===== src/rtl/mvs_panel_rx_pkg.sv =====
// Shared types and constants for the MVS panel receiver: seven-segment codes,
// the BCD-to-segment decode and the EL deserialiser state encoding.
package mvs_panel_pkg;

  localparam logic [6:0] SEG_0     = 7'h3F;
  localparam logic [6:0] SEG_1     = 7'h06;
  localparam logic [6:0] SEG_2     = 7'h5B;
  localparam logic [6:0] SEG_3     = 7'h4F;
  localparam logic [6:0] SEG_4     = 7'h66;
  localparam logic [6:0] SEG_5     = 7'h6D;
  localparam logic [6:0] SEG_6     = 7'h7D;
  localparam logic [6:0] SEG_7     = 7'h07;
  localparam logic [6:0] SEG_8     = 7'h7F;
  localparam logic [6:0] SEG_9     = 7'h6F;
  localparam logic [6:0] SEG_BLANK = 7'h00;

  typedef enum logic {
    EL_IDLE  = 1'b0,
    EL_SHIFT = 1'b1
  } el_state_e;

  // Segment order is {g,f,e,d,c,b,a}; non-decimal nibbles show blank.
  function automatic logic [6:0] bcd_to_seg(input logic [3:0] digit);
    logic [6:0] seg;
    case (digit)
      4'd0:    seg = SEG_0;
      4'd1:    seg = SEG_1;
      4'd2:    seg = SEG_2;
      4'd3:    seg = SEG_3;
      4'd4:    seg = SEG_4;
      4'd5:    seg = SEG_5;
      4'd6:    seg = SEG_6;
      4'd7:    seg = SEG_7;
      4'd8:    seg = SEG_8;
      4'd9:    seg = SEG_9;
      default: seg = SEG_BLANK;
    endcase
    return seg;
  endfunction

endpackage


===== src/rtl/mvs_panel_rx_if.sv =====
// Front-panel bundle between the MVS board outputs and the cabinet receiver.
// master = board/panel driver side, slave = mvs_panel_rx.
interface mvs_panel_if #(
  parameter int EL_BITS = 8
);
  logic [8:0]           LED_OUT1;
  logic [8:0]           LED_OUT2;
  logic [3:0]           EL_OUT;
  logic [7:0]           LED1_DIGITS;
  logic [7:0]           LED2_DIGITS;
  logic                 LED1_VALID;
  logic                 LED2_VALID;
  logic [6:0]           LED1_SEG_HI;
  logic [6:0]           LED1_SEG_LO;
  logic [6:0]           LED2_SEG_HI;
  logic [6:0]           LED2_SEG_LO;
  logic                 LED1_STB;
  logic                 LED2_STB;
  logic [3*EL_BITS-1:0] EL_DATA;
  logic                 EL_STB;
  logic                 EL_ERR;

  modport master (
    output LED_OUT1, LED_OUT2, EL_OUT,
    input  LED1_DIGITS, LED2_DIGITS, LED1_VALID, LED2_VALID,
           LED1_SEG_HI, LED1_SEG_LO, LED2_SEG_HI, LED2_SEG_LO,
           LED1_STB, LED2_STB, EL_DATA, EL_STB, EL_ERR
  );

  modport slave (
    input  LED_OUT1, LED_OUT2, EL_OUT,
    output LED1_DIGITS, LED2_DIGITS, LED1_VALID, LED2_VALID,
           LED1_SEG_HI, LED1_SEG_LO, LED2_SEG_HI, LED2_SEG_LO,
           LED1_STB, LED2_STB, EL_DATA, EL_STB, EL_ERR
  );

endinterface


===== src/rtl/mvs_panel_rx_sync.sv =====
// 2-FF synchroniser plus registered copy; sync_o and rise_o are aligned and
// appear two edges after the input is first sampled. No backpressure.
module panel_sync #(
  parameter int W = 1
) (
  input  logic         clk,
  input  logic         rst_n,
  input  logic [W-1:0] din,
  output logic [W-1:0] sync_o,
  output logic [W-1:0] rise_o
);

  logic [W-1:0] meta_q, meta_d;
  logic [W-1:0] sync_q, sync_d;
  logic [W-1:0] prev_q, prev_d;
  logic [W-1:0] rise_q, rise_d;

  always_comb begin
    meta_d = din;
    sync_d = meta_q;
    prev_d = sync_q;
    rise_d = sync_q & ~prev_q;
  end

  always_ff @(posedge clk) begin
    if (!rst_n) begin
      meta_q <= '0;
      sync_q <= '0;
      prev_q <= '0;
      rise_q <= '0;
    end else begin
      meta_q <= meta_d;
      sync_q <= sync_d;
      prev_q <= prev_d;
      rise_q <= rise_d;
    end
  end

  // prev_q is the value the edge was detected on, so data and pulse line up.
  assign sync_o = prev_q;
  assign rise_o = rise_q;

endmodule


===== src/rtl/mvs_panel_rx.sv =====
// MVS front-panel receiver: credit-LED latch/decode and EL serial deframer.
// LED latch 3 edges after strobe sampling, EL commit EL_TIMEOUT after last edge; no backpressure.
module mvs_panel_rx
  import mvs_panel_pkg::*;
#(
  parameter int EL_BITS    = 8,
  parameter int EL_TIMEOUT = 256
) (
  input  logic        CLK_24M,
  input  logic        nRESET,
  mvs_panel_if.slave  pnl
);

  localparam int BCW = $clog2(EL_BITS + 2);
  localparam int IDW = $clog2(EL_TIMEOUT + 1);

  logic [8:0] led1_sync, led1_rise;
  logic [8:0] led2_sync, led2_rise;
  logic [3:0] el_sync, el_rise;

  panel_sync #(.W(9)) u_sync_led1 (
    .clk(CLK_24M), .rst_n(nRESET), .din(pnl.LED_OUT1),
    .sync_o(led1_sync), .rise_o(led1_rise)
  );
  panel_sync #(.W(9)) u_sync_led2 (
    .clk(CLK_24M), .rst_n(nRESET), .din(pnl.LED_OUT2),
    .sync_o(led2_sync), .rise_o(led2_rise)
  );
  panel_sync #(.W(4)) u_sync_el (
    .clk(CLK_24M), .rst_n(nRESET), .din(pnl.EL_OUT),
    .sync_o(el_sync), .rise_o(el_rise)
  );

  logic unused_rise;
  assign unused_rise = ^{led1_rise[7:0], led2_rise[7:0], el_rise[2:0], el_sync[3]};

  logic [7:0] led1_digits_q, led1_digits_d;
  logic [7:0] led2_digits_q, led2_digits_d;
  logic       led1_valid_q, led1_valid_d;
  logic       led2_valid_q, led2_valid_d;
  logic       led1_stb_q, led1_stb_d;
  logic       led2_stb_q, led2_stb_d;

  always_comb begin
    led1_digits_d = led1_digits_q;
    led1_valid_d  = led1_valid_q;
    led1_stb_d    = 1'b0;
    led2_digits_d = led2_digits_q;
    led2_valid_d  = led2_valid_q;
    led2_stb_d    = 1'b0;
    if (led1_rise[8]) begin
      led1_digits_d = led1_sync[7:0];
      led1_valid_d  = 1'b1;
      led1_stb_d    = 1'b1;
    end
    if (led2_rise[8]) begin
      led2_digits_d = led2_sync[7:0];
      led2_valid_d  = 1'b1;
      led2_stb_d    = 1'b1;
    end
  end

  el_state_e                  state_q, state_d;
  logic [2:0][EL_BITS-1:0]    shreg_q, shreg_d, shreg_shift;
  logic [BCW-1:0]             bitcnt_q, bitcnt_d;
  logic [IDW-1:0]             idle_q, idle_d;
  logic [3*EL_BITS-1:0]       el_data_q, el_data_d;
  logic                       el_stb_q, el_stb_d;
  logic                       el_err_q, el_err_d;

  always_comb begin
    for (int k = 0; k < 3; k++) begin
      shreg_shift[k] = {shreg_q[k][EL_BITS-2:0], el_sync[k]};
    end
  end

  always_comb begin
    state_d   = state_q;
    shreg_d   = shreg_q;
    bitcnt_d  = bitcnt_q;
    idle_d    = idle_q;
    el_data_d = el_data_q;
    el_stb_d  = 1'b0;
    el_err_d  = 1'b0;
    case (state_q)
      EL_IDLE: begin
        if (el_rise[3]) begin
          shreg_d  = shreg_shift;
          bitcnt_d = BCW'(1);
          idle_d   = '0;
          state_d  = EL_SHIFT;
        end
      end
      EL_SHIFT: begin
        if (el_rise[3]) begin
          // An edge always wins over a timeout landing in the same cycle.
          shreg_d = shreg_shift;
          if (bitcnt_q != BCW'(EL_BITS + 1)) begin
            bitcnt_d = bitcnt_q + BCW'(1);
          end
          idle_d = '0;
        end else if (idle_q == IDW'(EL_TIMEOUT - 1)) begin
          if (bitcnt_q == BCW'(EL_BITS)) begin
            el_data_d = shreg_q;
            el_stb_d  = 1'b1;
          end else begin
            el_err_d  = 1'b1;
          end
          bitcnt_d = '0;
          idle_d   = '0;
          state_d  = EL_IDLE;
        end else if (idle_q != IDW'(EL_TIMEOUT)) begin
          idle_d = idle_q + IDW'(1);
        end
      end
      default: state_d = EL_IDLE;
    endcase
  end

  always_ff @(posedge CLK_24M) begin
    if (!nRESET) begin
      led1_digits_q <= '0;
      led2_digits_q <= '0;
      led1_valid_q  <= 1'b0;
      led2_valid_q  <= 1'b0;
      led1_stb_q    <= 1'b0;
      led2_stb_q    <= 1'b0;
      state_q       <= EL_IDLE;
      shreg_q       <= '0;
      bitcnt_q      <= '0;
      idle_q        <= '0;
      el_data_q     <= '0;
      el_stb_q      <= 1'b0;
      el_err_q      <= 1'b0;
    end else begin
      led1_digits_q <= led1_digits_d;
      led2_digits_q <= led2_digits_d;
      led1_valid_q  <= led1_valid_d;
      led2_valid_q  <= led2_valid_d;
      led1_stb_q    <= led1_stb_d;
      led2_stb_q    <= led2_stb_d;
      state_q       <= state_d;
      shreg_q       <= shreg_d;
      bitcnt_q      <= bitcnt_d;
      idle_q        <= idle_d;
      el_data_q     <= el_data_d;
      el_stb_q      <= el_stb_d;
      el_err_q      <= el_err_d;
    end
  end

  assign pnl.LED1_DIGITS = led1_digits_q;
  assign pnl.LED2_DIGITS = led2_digits_q;
  assign pnl.LED1_VALID  = led1_valid_q;
  assign pnl.LED2_VALID  = led2_valid_q;
  assign pnl.LED1_STB    = led1_stb_q;
  assign pnl.LED2_STB    = led2_stb_q;
  assign pnl.LED1_SEG_HI = led1_valid_q ? bcd_to_seg(led1_digits_q[7:4]) : SEG_BLANK;
  assign pnl.LED1_SEG_LO = led1_valid_q ? bcd_to_seg(led1_digits_q[3:0]) : SEG_BLANK;
  assign pnl.LED2_SEG_HI = led2_valid_q ? bcd_to_seg(led2_digits_q[7:4]) : SEG_BLANK;
  assign pnl.LED2_SEG_LO = led2_valid_q ? bcd_to_seg(led2_digits_q[3:0]) : SEG_BLANK;
  assign pnl.EL_DATA     = el_data_q;
  assign pnl.EL_STB      = el_stb_q;
  assign pnl.EL_ERR      = el_err_q;

endmodule


===== src/flat_wrapper.sv =====
// flat-port wrapper written by rule: the top's interface ports become plain ports
module mvs_panel_rx_flat import mvs_panel_pkg::*;
#(
  parameter int EL_BITS    = 8,
  parameter int EL_TIMEOUT = 256
)
  (CLK_24M, nRESET, pnl_LED_OUT1, pnl_LED_OUT2, pnl_EL_OUT, pnl_LED1_DIGITS, pnl_LED2_DIGITS, pnl_LED1_VALID, pnl_LED2_VALID, pnl_LED1_SEG_HI, pnl_LED1_SEG_LO, pnl_LED2_SEG_HI, pnl_LED2_SEG_LO, pnl_LED1_STB, pnl_LED2_STB, pnl_EL_DATA, pnl_EL_STB, pnl_EL_ERR);
  mvs_panel_if #(.EL_BITS(EL_BITS)) pnl_i ();
  input  logic CLK_24M;
  input  logic nRESET;
  input wire logic [$bits(pnl_i.LED_OUT1)-1:0] pnl_LED_OUT1;
  input wire logic [$bits(pnl_i.LED_OUT2)-1:0] pnl_LED_OUT2;
  input wire logic [$bits(pnl_i.EL_OUT)-1:0] pnl_EL_OUT;
  output wire logic [$bits(pnl_i.LED1_DIGITS)-1:0] pnl_LED1_DIGITS;
  output wire logic [$bits(pnl_i.LED2_DIGITS)-1:0] pnl_LED2_DIGITS;
  output wire logic [$bits(pnl_i.LED1_VALID)-1:0] pnl_LED1_VALID;
  output wire logic [$bits(pnl_i.LED2_VALID)-1:0] pnl_LED2_VALID;
  output wire logic [$bits(pnl_i.LED1_SEG_HI)-1:0] pnl_LED1_SEG_HI;
  output wire logic [$bits(pnl_i.LED1_SEG_LO)-1:0] pnl_LED1_SEG_LO;
  output wire logic [$bits(pnl_i.LED2_SEG_HI)-1:0] pnl_LED2_SEG_HI;
  output wire logic [$bits(pnl_i.LED2_SEG_LO)-1:0] pnl_LED2_SEG_LO;
  output wire logic [$bits(pnl_i.LED1_STB)-1:0] pnl_LED1_STB;
  output wire logic [$bits(pnl_i.LED2_STB)-1:0] pnl_LED2_STB;
  output wire logic [$bits(pnl_i.EL_DATA)-1:0] pnl_EL_DATA;
  output wire logic [$bits(pnl_i.EL_STB)-1:0] pnl_EL_STB;
  output wire logic [$bits(pnl_i.EL_ERR)-1:0] pnl_EL_ERR;
  assign pnl_i.LED_OUT1 = pnl_LED_OUT1;
  assign pnl_i.LED_OUT2 = pnl_LED_OUT2;
  assign pnl_i.EL_OUT = pnl_EL_OUT;
  assign pnl_LED1_DIGITS = pnl_i.LED1_DIGITS;
  assign pnl_LED2_DIGITS = pnl_i.LED2_DIGITS;
  assign pnl_LED1_VALID = pnl_i.LED1_VALID;
  assign pnl_LED2_VALID = pnl_i.LED2_VALID;
  assign pnl_LED1_SEG_HI = pnl_i.LED1_SEG_HI;
  assign pnl_LED1_SEG_LO = pnl_i.LED1_SEG_LO;
  assign pnl_LED2_SEG_HI = pnl_i.LED2_SEG_HI;
  assign pnl_LED2_SEG_LO = pnl_i.LED2_SEG_LO;
  assign pnl_LED1_STB = pnl_i.LED1_STB;
  assign pnl_LED2_STB = pnl_i.LED2_STB;
  assign pnl_EL_DATA = pnl_i.EL_DATA;
  assign pnl_EL_STB = pnl_i.EL_STB;
  assign pnl_EL_ERR = pnl_i.EL_ERR;
  mvs_panel_rx #(.EL_BITS(EL_BITS), .EL_TIMEOUT(EL_TIMEOUT)) u_core (.CLK_24M(CLK_24M), .nRESET(nRESET), .pnl(pnl_i));
endmodule

===== config.mk =====
export PLATFORM = sky130hd
export DESIGN_NAME = mvs_panel_rx_flat
export DESIGN_NICKNAME = d
export VERILOG_FILES = /design/src/rtl/mvs_panel_rx_pkg.sv /design/src/rtl/mvs_panel_rx_if.sv /design/src/rtl/mvs_panel_rx_sync.sv /design/src/rtl/mvs_panel_rx.sv /design/src/flat_wrapper.sv
export SDC_FILE = /design/constraint.sdc
export NUM_CORES = 1
export LEC_CHECK = 0
export CAP_MARGIN = 25
export CORE_ASPECT_RATIO = 1.5
export CORE_MARGIN = 2
export CORE_UTILIZATION = 46
export DETAILED_ROUTE_END_ITERATION = 10
export GPL_TIMING_DRIVEN = 0
export PLACE_DENSITY = 0.69
export SLEW_MARGIN = 0
export SYNTH_ARGS = -nofsm -noshare
export SYNTH_HDL_FRONTEND = slang
export SYNTH_HIERARCHICAL = 1
export SYNTH_SLANG_ARGS = --single-unit

===== constraint.sdc =====
create_clock -name CLK_24M -period 2.06 [get_ports CLK_24M]
set_input_delay 0.618 -clock CLK_24M [delete_from_list [all_inputs] [get_ports CLK_24M]]
set_output_delay 0.618 -clock CLK_24M [all_outputs]
set_load 0.1 [all_outputs]

==> out/qor.txt <==
area added between synthesis and finish: 28.5%
Initial Util: 0.467
Final Hold Slack: 0.425 ns
total number of nets in the final design: 817
Worst-Margin Slew: 0.709 ns
hold-fix buffer count after cts: 0
Vias per Instance: 4.84
Congestion Overflow GR: 0
clk_lat worst skew: 0.41 ns
Clock Pin Slew Worst Setup and Hold Paths: 0.06 ns
power density relative to cell area: 834 nW/um^2
CP Cell Sequence: clkdlybuf4s15_2
Synth Net Count: 702
Final Hold Fails: 0
Max Fclk: 502 MHz
global-route wire length before repair: 22.3 mm
cell with the largest stage delay on the worst path: clkdlybuf4s15_2
Data arrival, critical path: 1.38 ns
count of inserted antenna diode cells: 0
total via count in the routed design: 4,704
count of warnings emitted by yosys: 6
data required time of the worst path: 1.44 ns
I/O pin count: 98
core footprint: 14,500 um^2
leakage power total: 3.50 nW
Syn Area/Cell: 10.4 um^2
clock root buffer: clkbuf_16
Bufs on Longest Clock Path: 2
maximum number of pins on one net before global-route repair: 17
maximum resistive drop on vdd: 0.583 mV
overall die area: 15,700 um^2
GPL Wtd Cong: 0.859
via count of the first global-routing pass: 4,753
time the worst path needs with I/O delays and setup: 1.99 ns
Clock Sinks: 181
H-Tree Level Count: 4
drt first-iter violations: 173
highest net fanout along the worst path: 7
global-route usage over all layers: 0.179
average routed wire per standard cell: 13.7 um
Pins Over Slew Limit: 0
Sum Neg Setup Slack: 0 ns
detailed-router iteration count before antenna repair: 4
class of the most critical setup path: flop to output pin
capturing element type of the critical path: output pin
clock tree from TritonCTS: yes
Crit path buffers/inverters: 1
die width: 103 um
status: finished, final reports clean
Tightest Hold Check Type: flop to flop
launching element type of the critical path: flop
Layout Skew: 0.00813 ns
number of nets with antenna violations after routing: 0
initial antenna violation count: 0
Detailed Place HPWL: 9.80 mm
Critical Path Max Stage Delay: 0.57 ns
fin crit share: 0.968
TritonCTS buffer count: 17
Max transition margin: 0.528
Cell Area, Synth: 6750 um^2
number of remaining DRC errors: 0
final setup violating endpoints: 0
number of max-cap violations: 0
fraction of layout cells with a size suffix above 1: 0.265
vertical die dimension: 152 um
Gate Count Post-Synth: 649
RSZ-0062 raised after global routing: no
number of port buffers: 97
detailed-route wire length: 13.3 mm
CP top delay family: buffers and inverters
floorplan row count: 54
==> final cells by class <==
cell class / count / area, um^2
multi-input cells: 408 / 2910
clock inverters: 8 / 124
well taps: 196 / 245
inverters: 30 / 113
flip-flops and latches: 181 / 3630
clock buffers: 22 / 474
plain buffers: 29 / 171
repair buffers: 97 / 1020
fillers: 1293 / 5780
==> worst register-to-register path: stages (launching register included) <==
cell and delay (ns):
dfxtp_1 0.40, clkbuf_4 0.27, mux2_2 0.38, nand2_2 0.15, ha_1 0.17, a21oi_1 0.05, o21ai_0 0.27, o21ai_0 0.13
==> power breakdown <==
| part | leakage [nW] | internal [W] | switching [W] | total (W) |
|---|---|---|---|---|
| sequential | 1.47 | 0.00356 | 0.0000202 | 0.00358 |
| combinational | 1.74 | 0.000146 | 0.000265 | 0.000411 |
| clock | 0.288 | 0.00199 | 0.00125 | 0.00324 |
==> stage by stage <==
step            util  setup WS (ns)  total power, W  cells  area, um^2
6_report       0.600         0.0663         0.00724    971        8680
5_1_grt        0.600        0.00431         0.00750    971        8680
4_1_cts        0.596       0.000118         0.00732    971        8610
3_5_place_dp   0.554          -1.55         0.00407    942        8010
3_3_place_gp   0.554          -1.44         0.00406    942        8010
2_1_floorplan      -         0.0102         0.00394    649        6790
==> path summary, 6_finish.rpt <==
check                                     startpoint                                      end  slack, ns  cells past startpoint
max               u_core/pnl.LED1_VALID$_SDFFE_PN0P_                           pnl_LED1_VALID       0.07                      1
min          u_core/u_sync_led1/prev_d[7]$_SDFF_PN0_  u_core/u_sync_led1/sync_o[7]$_SDFF_PN0_       0.43                      1
min reg2reg  u_core/u_sync_led1/prev_d[7]$_SDFF_PN0_  u_core/u_sync_led1/sync_o[7]$_SDFF_PN0_       0.43                      1
max reg2reg  u_core/u_sync_led1/rise_o[8]$_SDFF_PN0_                                     flop       0.11                      7
==> metal layers <==
layer	up-vias	track usage	part of all wire
met1	2237	0.189	0.40
li1	2382	-	-
met3	4	0.0550	0.036
met2	81	0.331	0.56
met4	0	0.0508	0.0044
met5	-	0	0
==> placed cells by master (no fill, tap or decap), drive strengths merged, types with 7 or more instances in the layout <==
cell	instances
o22ai	9
clkdlybuf4s50	22
mux2	16
mux2i	53
nand2	21
clkdlybuf4s15	46
buf	45
and2	104
nor2	62
a31oi	7
o21ai	20
ha	29
dfxtp	181
clkbuf	35
inv	31
nand3	14
a21oi	27
==> timing repair <==
action	in CTS	in global routing
endpoints found under the setup margin	176	35
gates resized for setup	319	22
gates cloned	0	0
pin swaps	0	0
setup buffers	0	0
Power figures use the tool's default switching activity.
==> patch, RTL diff (same flow settings) <==
`EL_TIMEOUT` is set to 256 in 2 places; all go to 512.
--- a/src/rtl/mvs_panel_rx.sv
+++ b/src/rtl/mvs_panel_rx.sv
@@ -4,7 +4,7 @@
   import mvs_panel_pkg::*;
 #(
   parameter int EL_BITS    = 8,
-  parameter int EL_TIMEOUT = 256
+  parameter int EL_TIMEOUT = 512
 ) (
   input  logic        CLK_24M,
   input  logic        nRESET,
--- a/src/flat_wrapper.sv
+++ b/src/flat_wrapper.sv
@@ -2,7 +2,7 @@
 module mvs_panel_rx_flat import mvs_panel_pkg::*;
 #(
   parameter int EL_BITS    = 8,
-  parameter int EL_TIMEOUT = 256
+  parameter int EL_TIMEOUT = 512
 )
   (CLK_24M, nRESET, pnl_LED_OUT1, pnl_LED_OUT2, pnl_EL_OUT, pnl_LED1_DIGITS, pnl_LED2_DIGITS, pnl_LED1_VALID, pnl_LED2_VALID, pnl_LED1_SEG_HI, pnl_LED1_SEG_LO, pnl_LED2_SEG_HI, pnl_LED2_SEG_LO, pnl_LED1_STB, pnl_LED2_STB, pnl_EL_DATA, pnl_EL_STB, pnl_EL_ERR);
   mvs_panel_if #(.EL_BITS(EL_BITS)) pnl_i ();
Formal check against the unedited RTL: no difference found for any inputs over 10 cycles, from zero or initial values and one cycle with nRESET low; that may be too few to reach the edited logic, so the function may still have changed.
==> patch against the unedited design <==
  * Total power increased by 0.56%
  * Critical path type unchanged
  * Utilization rose by 0.30 points
  * Global-route usage rose by 0.29 points
  * Wire length is 7.6% higher
  * Sequential cell count grew 1
  * Largest cell class unchanged
  * Sequential share of layout area decreased by 0.37 points
  * Clock skew up 0.00072 ns
  * Cell count up 3.6%
  * Area after synthesis increased by 1.8%
  * Final area increased by 1.4%
  * Non-clock buffer count is 6 higher
  * Critical endpoint is now pnl_LED1_SEG_HI[6]
  * Maximum frequency decreased by 0.12%
  * Setup slack lost 0.0023 ns
==> patch: results (changes against the unedited design) <==
| Metric | Value |
|---|---|
| Met1 WL | `5635 um (+5.5%)` |
| Register-to-register setup slack | `0.16 ns (+0.05 ns)` |
| Internal | `0.005589 W (-2.0%)` |
| Met2 GRT Util | `35.31% (+2.2 points)` |
| DR vias | `5043 (+7.2%)` |
| Largest net degree at the start of global routing | `18 (+1)` |
| Routed wl met2 | `7808 um (+4.9%)` |
| RePlAce Congestion | `0.8420 (-1.9%)` |
| Die X | `103.8 um (+0.86%)` |
| First-pass GRT wire length | `23450 um (+5.3%)` |
| Initial DRC Count | `180 (+4.0%)` |
| GRT met3 Usage | `4.493% (-1.0 points)` |
| VDD IR max | `0.6556 mV (+13%)` |
| Worst setup margin | `0.06401 ns (-0.002310 ns)` |
| Vias in the first global route | `5055 (+6.4%)` |
| Synthesized area per cell | `10.08 um^2 (-3.1%)` |
| WL/cell | `14.25 um (+3.8%)` |
| Crit-path slowest cell | `buf_2` |
| M1 GR Usage | `18.08% (-0.82 points)` |
| Critical Path Max Stage Delay | `0.42 ns (-0.15 ns)` |
| All-Layer GR Usage | `18.17% (+0.29 points)` |
| Dpl hpwl | `10540 um (+7.5%)` |
| Syn_nets | `735 (+4.7%)` |
| Status | `complete, no violations` |
| Fillers | `1264 (-2.2%)` |
| Pre-CTS setup slack | `-1.500 ns (+0.04688 ns)` |
| Standby leakage power | `3.575 nW (+2.0%)` |
| Metal3 WL | `651 um (+36%)` |
| Crit path capture | `pnl_LED1_SEG_HI[6]` |
## patch: final cells by class
| cell class | instances | area (um^2) | area share [%] |
|---|---|---|---|
| sequential | 182 | 3650 | 41.46 |
| multi-input combinational | 433 | 2967 | 33.70 |
| timing repair buffer | 97 | 1021 | 11.60 |
| clock buffer | 19 | 442.9 | 5.031 |
| tap | 196 | 245.2 | 2.786 |
| buffer | 35 | 201.4 | 2.288 |
| clock inverter | 13 | 158.9 | 1.805 |
| inverter | 31 | 117.6 | 1.336 |
## patch: stage by stage
stage               instance area (um^2)  hold slack (ns)
detailed placement                  8130           0.4097
finish                              8803           0.4264
floorplan                           6914           0.4057
global placement                    8130           0.4123
CTS                                 8753           0.4259
global route                        8803           0.4422
## patch: what timing repair did
item / 4_1_cts / 5_1_grt
setup endpoints to repair: 166 / 32
hold buffers: 0 / 0
gates resized for setup: 322 / 19
